File: config.mk
export PLATFORM = sky130hd
export DESIGN_NAME = seg7_scan_n
export DESIGN_NICKNAME = d
export VERILOG_FILES = /design/src/rtl/seg7_scan_n.sv
export SDC_FILE = /design/constraint.sdc
export NUM_CORES = 1
export LEC_CHECK = 0
export BUFFER_PORTS_ARGS = -buffer_cell sky130_fd_sc_hd__buf_2
export CORE_MARGIN = 2
export CORE_UTILIZATION = 55
export CTS_CLUSTER_DIAMETER = 60
export DETAILED_ROUTE_END_ITERATION = 8
export PLACE_DENSITY = 0.75
export SETUP_SLACK_MARGIN = 0.3
export SLEW_MARGIN = 20
export SYNTH_ARGS = -nofsm -noshare
export SYNTH_HDL_FRONTEND = slang
export SYNTH_SLANG_ARGS = --single-unit
File: constraint.sdc
create_clock -name MCLK -period 13.8 [get_ports MCLK]
set_input_delay 0.69 -clock MCLK [delete_from_list [all_inputs] [get_ports MCLK]]
set_output_delay 0.69 -clock MCLK [all_outputs]
set_load 0.03 [all_outputs]
File: src/rtl/seg7_scan_n.sv
// N-digit multiplexed seven-segment scanner with per-digit blink, leading-zero
// blanking, PWM brightness and a per-frame input snapshot. All outputs active-low.
module seg7_scan_n #(
  parameter int NUM_DIGITS = 4,
  parameter int SCAN_DIV   = 50000,
  parameter int BLINK_DIV  = 250,
  parameter int BRIGHT_W   = 3
) (
  input  logic                    MCLK,
  input  logic                    reset,
  input  logic [4*NUM_DIGITS-1:0] digits,
  input  logic [NUM_DIGITS-1:0]   dp_in,
  input  logic [NUM_DIGITS-1:0]   blink_mask,
  input  logic                    lz_en,
  input  logic [BRIGHT_W-1:0]     brightness,
  output logic [6:0]              seg,
  output logic [NUM_DIGITS-1:0]   an,
  output logic                    dp,
  output logic                    frame_start
);

  localparam int PS_W  = (SCAN_DIV > 1) ? $clog2(SCAN_DIV) : 1;
  localparam int IDX_W = (NUM_DIGITS > 1) ? $clog2(NUM_DIGITS) : 1;
  localparam int BC_W  = (BLINK_DIV > 1) ? $clog2(BLINK_DIV) : 1;
  localparam int OL_W  = BRIGHT_W + PS_W + 2;

  localparam logic [PS_W-1:0]  PS_MAX  = PS_W'(SCAN_DIV - 1);
  localparam logic [IDX_W-1:0] IDX_MAX = IDX_W'(NUM_DIGITS - 1);
  localparam logic [BC_W-1:0]  BC_MAX  = BC_W'(BLINK_DIV - 1);

  function automatic logic [6:0] hex7(input logic [3:0] h);
    logic [6:0] s;
    case (h)
      4'h0: s = 7'h40;
      4'h1: s = 7'h79;
      4'h2: s = 7'h24;
      4'h3: s = 7'h30;
      4'h4: s = 7'h19;
      4'h5: s = 7'h12;
      4'h6: s = 7'h02;
      4'h7: s = 7'h78;
      4'h8: s = 7'h00;
      4'h9: s = 7'h10;
      4'hA: s = 7'h08;
      4'hB: s = 7'h03;
      4'hC: s = 7'h46;
      4'hD: s = 7'h21;
      4'hE: s = 7'h06;
      default: s = 7'h0E;
    endcase
    return s;
  endfunction

  logic [PS_W-1:0]         prescale_q, prescale_d;
  logic [IDX_W-1:0]        idx_q, idx_d;
  logic [BC_W-1:0]         blink_cnt_q, blink_cnt_d;
  logic                    blink_phase_q, blink_phase_d;
  logic [4*NUM_DIGITS-1:0] sh_digits_q, sh_digits_d;
  logic [NUM_DIGITS-1:0]   sh_dp_q, sh_dp_d;
  logic [NUM_DIGITS-1:0]   sh_blink_q, sh_blink_d;
  logic                    sh_lz_q, sh_lz_d;
  logic [BRIGHT_W-1:0]     sh_bright_q, sh_bright_d;
  logic [6:0]              seg_q, seg_d;
  logic [NUM_DIGITS-1:0]   an_q, an_d;
  logic                    dp_q, dp_d;
  logic                    frame_start_q, frame_start_d;

  logic            slot_tick, frame_wrap, blink_wrap, load;
  logic            lz_nonzero, blank;
  logic [OL_W-1:0] on_len;

  always_comb begin
    slot_tick  = (prescale_q == PS_MAX);
    frame_wrap = slot_tick && (idx_q == IDX_MAX);
    blink_wrap = frame_wrap && (blink_cnt_q == BC_MAX);
    load       = (prescale_q == '0) && (idx_q == '0);

    prescale_d    = slot_tick ? '0 : prescale_q + PS_W'(1);
    idx_d         = idx_q;
    if (slot_tick)
      idx_d = (idx_q == IDX_MAX) ? '0 : idx_q + IDX_W'(1);
    blink_cnt_d   = blink_cnt_q;
    if (frame_wrap)
      blink_cnt_d = blink_wrap ? '0 : blink_cnt_q + BC_W'(1);
    blink_phase_d = blink_wrap ? ~blink_phase_q : blink_phase_q;

    // The load cycle already displays the freshly captured values, so the
    // whole frame (its first cycle included) is drawn from one snapshot.
    sh_digits_d = load ? digits     : sh_digits_q;
    sh_dp_d     = load ? dp_in      : sh_dp_q;
    sh_blink_d  = load ? blink_mask : sh_blink_q;
    sh_lz_d     = load ? lz_en      : sh_lz_q;
    sh_bright_d = load ? brightness : sh_bright_q;

    lz_nonzero = 1'b0;
    for (int k = 0; k < NUM_DIGITS; k++) begin
      if (k >= int'(idx_q) && sh_digits_d[4*k +: 4] != 4'd0)
        lz_nonzero = 1'b1;
    end

    on_len = ((OL_W'(sh_bright_d) + OL_W'(1)) * OL_W'(SCAN_DIV)) >> BRIGHT_W;

    blank = 1'b0;
    if (blink_phase_q && sh_blink_d[idx_q])
      blank = 1'b1;
    if (sh_lz_d && idx_q != '0 && !lz_nonzero)
      blank = 1'b1;
    if (OL_W'(prescale_q) >= on_len)
      blank = 1'b1;

    if (blank) begin
      an_d  = '1;
      seg_d = 7'h7F;
      dp_d  = 1'b1;
    end else begin
      an_d  = ~(NUM_DIGITS'(1) << idx_q);
      seg_d = hex7(sh_digits_d[4*idx_q +: 4]);
      dp_d  = ~sh_dp_d[idx_q];
    end
    frame_start_d = load;
  end

  always_ff @(posedge MCLK) begin
    if (reset) begin
      prescale_q    <= '0;
      idx_q         <= '0;
      blink_cnt_q   <= '0;
      blink_phase_q <= 1'b0;
      sh_digits_q   <= '0;
      sh_dp_q       <= '0;
      sh_blink_q    <= '0;
      sh_lz_q       <= 1'b0;
      sh_bright_q   <= '0;
      an_q          <= '1;
      seg_q         <= 7'h7F;
      dp_q          <= 1'b1;
      frame_start_q <= 1'b0;
    end else begin
      prescale_q    <= prescale_d;
      idx_q         <= idx_d;
      blink_cnt_q   <= blink_cnt_d;
      blink_phase_q <= blink_phase_d;
      sh_digits_q   <= sh_digits_d;
      sh_dp_q       <= sh_dp_d;
      sh_blink_q    <= sh_blink_d;
      sh_lz_q       <= sh_lz_d;
      sh_bright_q   <= sh_bright_d;
      an_q          <= an_d;
      seg_q         <= seg_d;
      dp_q          <= dp_d;
      frame_start_q <= frame_start_d;
    end
  end

  assign seg         = seg_q;
  assign an          = an_q;
  assign dp          = dp_q;
  assign frame_start = frame_start_q;

endmodule
==> impl_metrics.tcl <==
set metrics [dict create \
    nets 566 \
    reg2reg_from "idx_q[0]$_SDFFE_PP0P_" \
    peakVddDrop_mv 0.0957 \
    cts_resized 0 \
    clkSlewWorstSetupHoldPaths_ns 0.08 \
    critPathTopFamily "compound AO/OA/AOI/OAI gates" \
    cts_tree "built" \
    synth_cells 451 \
    yosys.area_share.simple_pct 19.3 \
    clock_latency_ns 0.36 \
    num_io_pins 43 \
    ctsLongestPathBuffers 2 \
    cts_hold_buf 0 \
    die_area_um2 8160 \
    synth_seq_area_share_pct 33.2 \
    switching_share_pct 34.2 \
    gp_congestion 0.855 \
    p_comb_share_pct 31.7 \
    synth_xor_area_share_pct 6.19 \
    area_growth_pct 10.9 \
    ys_async_sr_fraction_pct 0 \
    wl_per_cell_um 15.0 \
    final-max-slew-violation-count 0 \
    synth_nets 529 \
    period_needed_ns 7.33 \
    fin_area_um2 4550 \
    ys.flop_type "dfxtp_1" \
    synth_top_family_by_area "simple AND/OR/NAND/NOR gates" \
    outcome "completed" \
    core_area_um2 7250 \
    synth_warnings 0 \
    fmax_mhz 136 \
    via_count 3290 \
    min_to "sh_digits_q[2]$_SDFF_PP0_" \
    intPower_mw 0.368 \
    syn_area_per_cell_um2 9.09 \
    synth_seq_cells 68 \
    yosys.area.top_type "dfxtp_1" \
    synth_cell_types 56 \
    hp-start "sh_digits_q[2]$_SDFF_PP0_" \
    fin_crit_sh_pct 53.1 \
    path_buf_inv 4 \
    seq_power_share_pct 38.3 \
    start_util_pct 56.5 \
    p_switching_mw 0.191 \
    cts.sinks 68 \
    synth_area_um2 4100 \
    synthTopCellsByArea "dfxtp_1, ha_1, mux2i_1, nor2_1, nand2_1" \
    dpl-instance-area_um2 4350 \
    cp_data_required_time_ns 13.98 \
    rsz0062_at_grt "false" \
    dp_hpwl_um 6540 \
    viasPerCell 5.56 \
    drtAntennaViolNets 0 \
    cp.depth 29 \
    synth_adder_area_share_pct 14.8 \
    setup_tns_ns 0 \
    hold_class "register to register" \
    drt-initial-drc-count 158 \
    grt_remaining_overflow 0 \
    antenna_found_initial 0 \
    timing_worst_setup_path_type "register to register" \
    cap_violations 0 \
    rows 31 \
    grt_pass1_wl_um 15100 \
    die_h_um 90.3 \
    synth_edf_count 0 \
    finalHoldViolCount 0 \
    dieWidth_um 90.3 \
    crit_path_max_fanout 12 \
    port_buffers 42 \
    power_leakage_nw 2.02 \
    ctsRootBufferMaster "clkbuf_8" \
    hold_path_depth 2 \
    htreeDepth 3 \
    cp_slowest_stage_delay_ns 0.73 \
    grt_util_all_layers_pct 23.0 \
    synth_top_area_share_pct 33.2 \
    slew_headroom_pct 46.6 \
    worst_clock_skew_ns 0.0171 \
    post-cts-setup-buffers 0 \
    max_slew.worst_pin.slew_ns 0.801 \
    drive_above_1_share_pct 16.4 \
    cts_made_buffers 9 \
    antennaDiodeCount 0 \
    routed_wl_um 8900 \
    reg2reg_slack_ns 6.47 \
    finalSetupViolations 0 \
    muxShareOfSynthArea_pct 9.98 \
    crit_slowest_cell "a2111oi_4" \
    rr_endpoint "seg[6]$_SDFF_PP1_" \
    startpoint_type "register" \
    p_clk_share_pct 30.0 \
    synth_compound_area_share_pct 12.3 \
    reg2regPathDepth 29 \
    drc_errors 0 \
    grt_pass1_vias 3212 \
    crit_path_end_kind "register" \
    powerDensity_nw_per_um2 123 \
    grt_max_degree 38 \
    worstPathArrival_ns 7.51 \
    firstDrtPassIters 4 \
]
worst reg2reg max path, delay by kind of cell (launching register included):
family | cells | cell delay (ns)
AND/OR/NAND/NOR | 9 | 1.37
AO/OA/AOI/OAI | 8 | 1.98
flip-flops | 1 | 0.47
buffers and inverters | 4 | 0.67
adder cells (fa/ha/maj) | 5 | 1.46
multiplexers | 1 | 0.66
XOR/XNOR | 2 | 0.53
cell usage after synthesis, drive strengths merged (9+ instances only):
cell	instances
dfxtp	68
nor2	63
ha	47
nand2	38
mux2i	25
a21oi	22
inv	22
o21ai	15
xnor2	15
nand3	14
xor2	14
clkbuf	11
nor3	9
cell families (layout without fill, tap and decap cells):
family / count (synthesis) / after routing
simple gates: 162 / 162
compound gates: 73 / 73
flops: 68 / 68
fa+ha+maj: 48 / 48
buf+inv: 39 / 81
mux: 32 / 32
xor+xnor: 29 / 29
worst max-delay path by stage:
stage,start,slack [ns],to
finish,idx_q[0]$_SDFFE_PP0P_,6.47,seg[6]$_SDFF_PP1_
global route,idx_q[0]$_SDFFE_PP0P_,5.79,seg[6]$_SDFF_PP1_
CTS,idx_q[0]$_SDFFE_PP0P_,6.52,seg[6]$_SDFF_PP1_
detailed placement,idx_q[0]$_SDFFE_PP0P_,6.57,seg[6]$_SDFF_PP1_
global placement,idx_q[0]$_SDFFE_PP0P_,6.88,seg[6]$_SDFF_PP1_
floorplan,idx_q[0]$_SDFFE_PP0P_,7.59,seg[5]$_SDFF_PP1_
through the flow:
step | utilization, % | hold WS (ns) | power [mW] | setup WS (ns) | instances
final | 62.7 | 0.462 | 0.559 | 6.47 | 592
after floorplan | - | 0.429 | 0.356 | 7.59 | 451
after detailed placement | 60.0 | 0.444 | 0.395 | 6.57 | 576
after global placement | 60.0 | 0.440 | 0.390 | 6.88 | 576
after CTS | 62.7 | 0.466 | 0.562 | 6.52 | 592
after global routing | 62.7 | 0.485 | 0.595 | 5.79 | 592
per-layer routing:
metal / up-vias / global-route usage [%] / share of wire [%]
li1: 1659 / - / -
met1: 1545 / 31.4 / 48
met2: 75 / 36.4 / 46
met3: 11 / 4.59 / 4.4
met4: 0 / 7.82 / 1.4
met5: - / 0 / 0
final cells by class:
class / instances / area [um2]
fill: 637 / 2710
multi-input combinational: 344 / 2560
sequential: 68 / 1360
timing repair buffer: 43 / 218
clock buffer: 9 / 124
tap: 99 / 124
inverter: 22 / 82.6
clock inverter: 7 / 75.1
flip-flops by register name, summed over array words and instances (netlist names), 2 cells and up:
signal	flops
idx_q	2
an	4
sh_dp_q	4
sh_bright_q	3
blink_cnt_q	8
sh_digits_q	16
seg	7
sh_blink_q	4
prescale_q	16
power by group through the flow:
stage	Clock, mW	Combinational [mW]	Sequential (mW)
finish	0.168	0.177	0.214
global route	0.179	0.200	0.216
CTS	0.170	0.177	0.214
detailed placement	0	0.176	0.219
global placement	0	0.171	0.219
floorplan	0	0.129	0.227
cells in the final DEF, fill, tap and decap left out, drive strengths merged, types with 5 or more instances in the layout:
cell type	netlist	layout
mux4	6	6
o21ai	15	15
nor3	9	9
xor2	14	14
dfxtp	68	68
a21boi	5	5
nand3	14	14
nand2	38	38
mux2i	25	25
xnor2	15	15
buf	6	43
nand3b	7	7
ha	47	47
nor2	63	63
clkbuf	11	9
and3	8	8
a21oi	22	22
inv	22	24
Note: power is estimated with default switching activity, not from simulation.
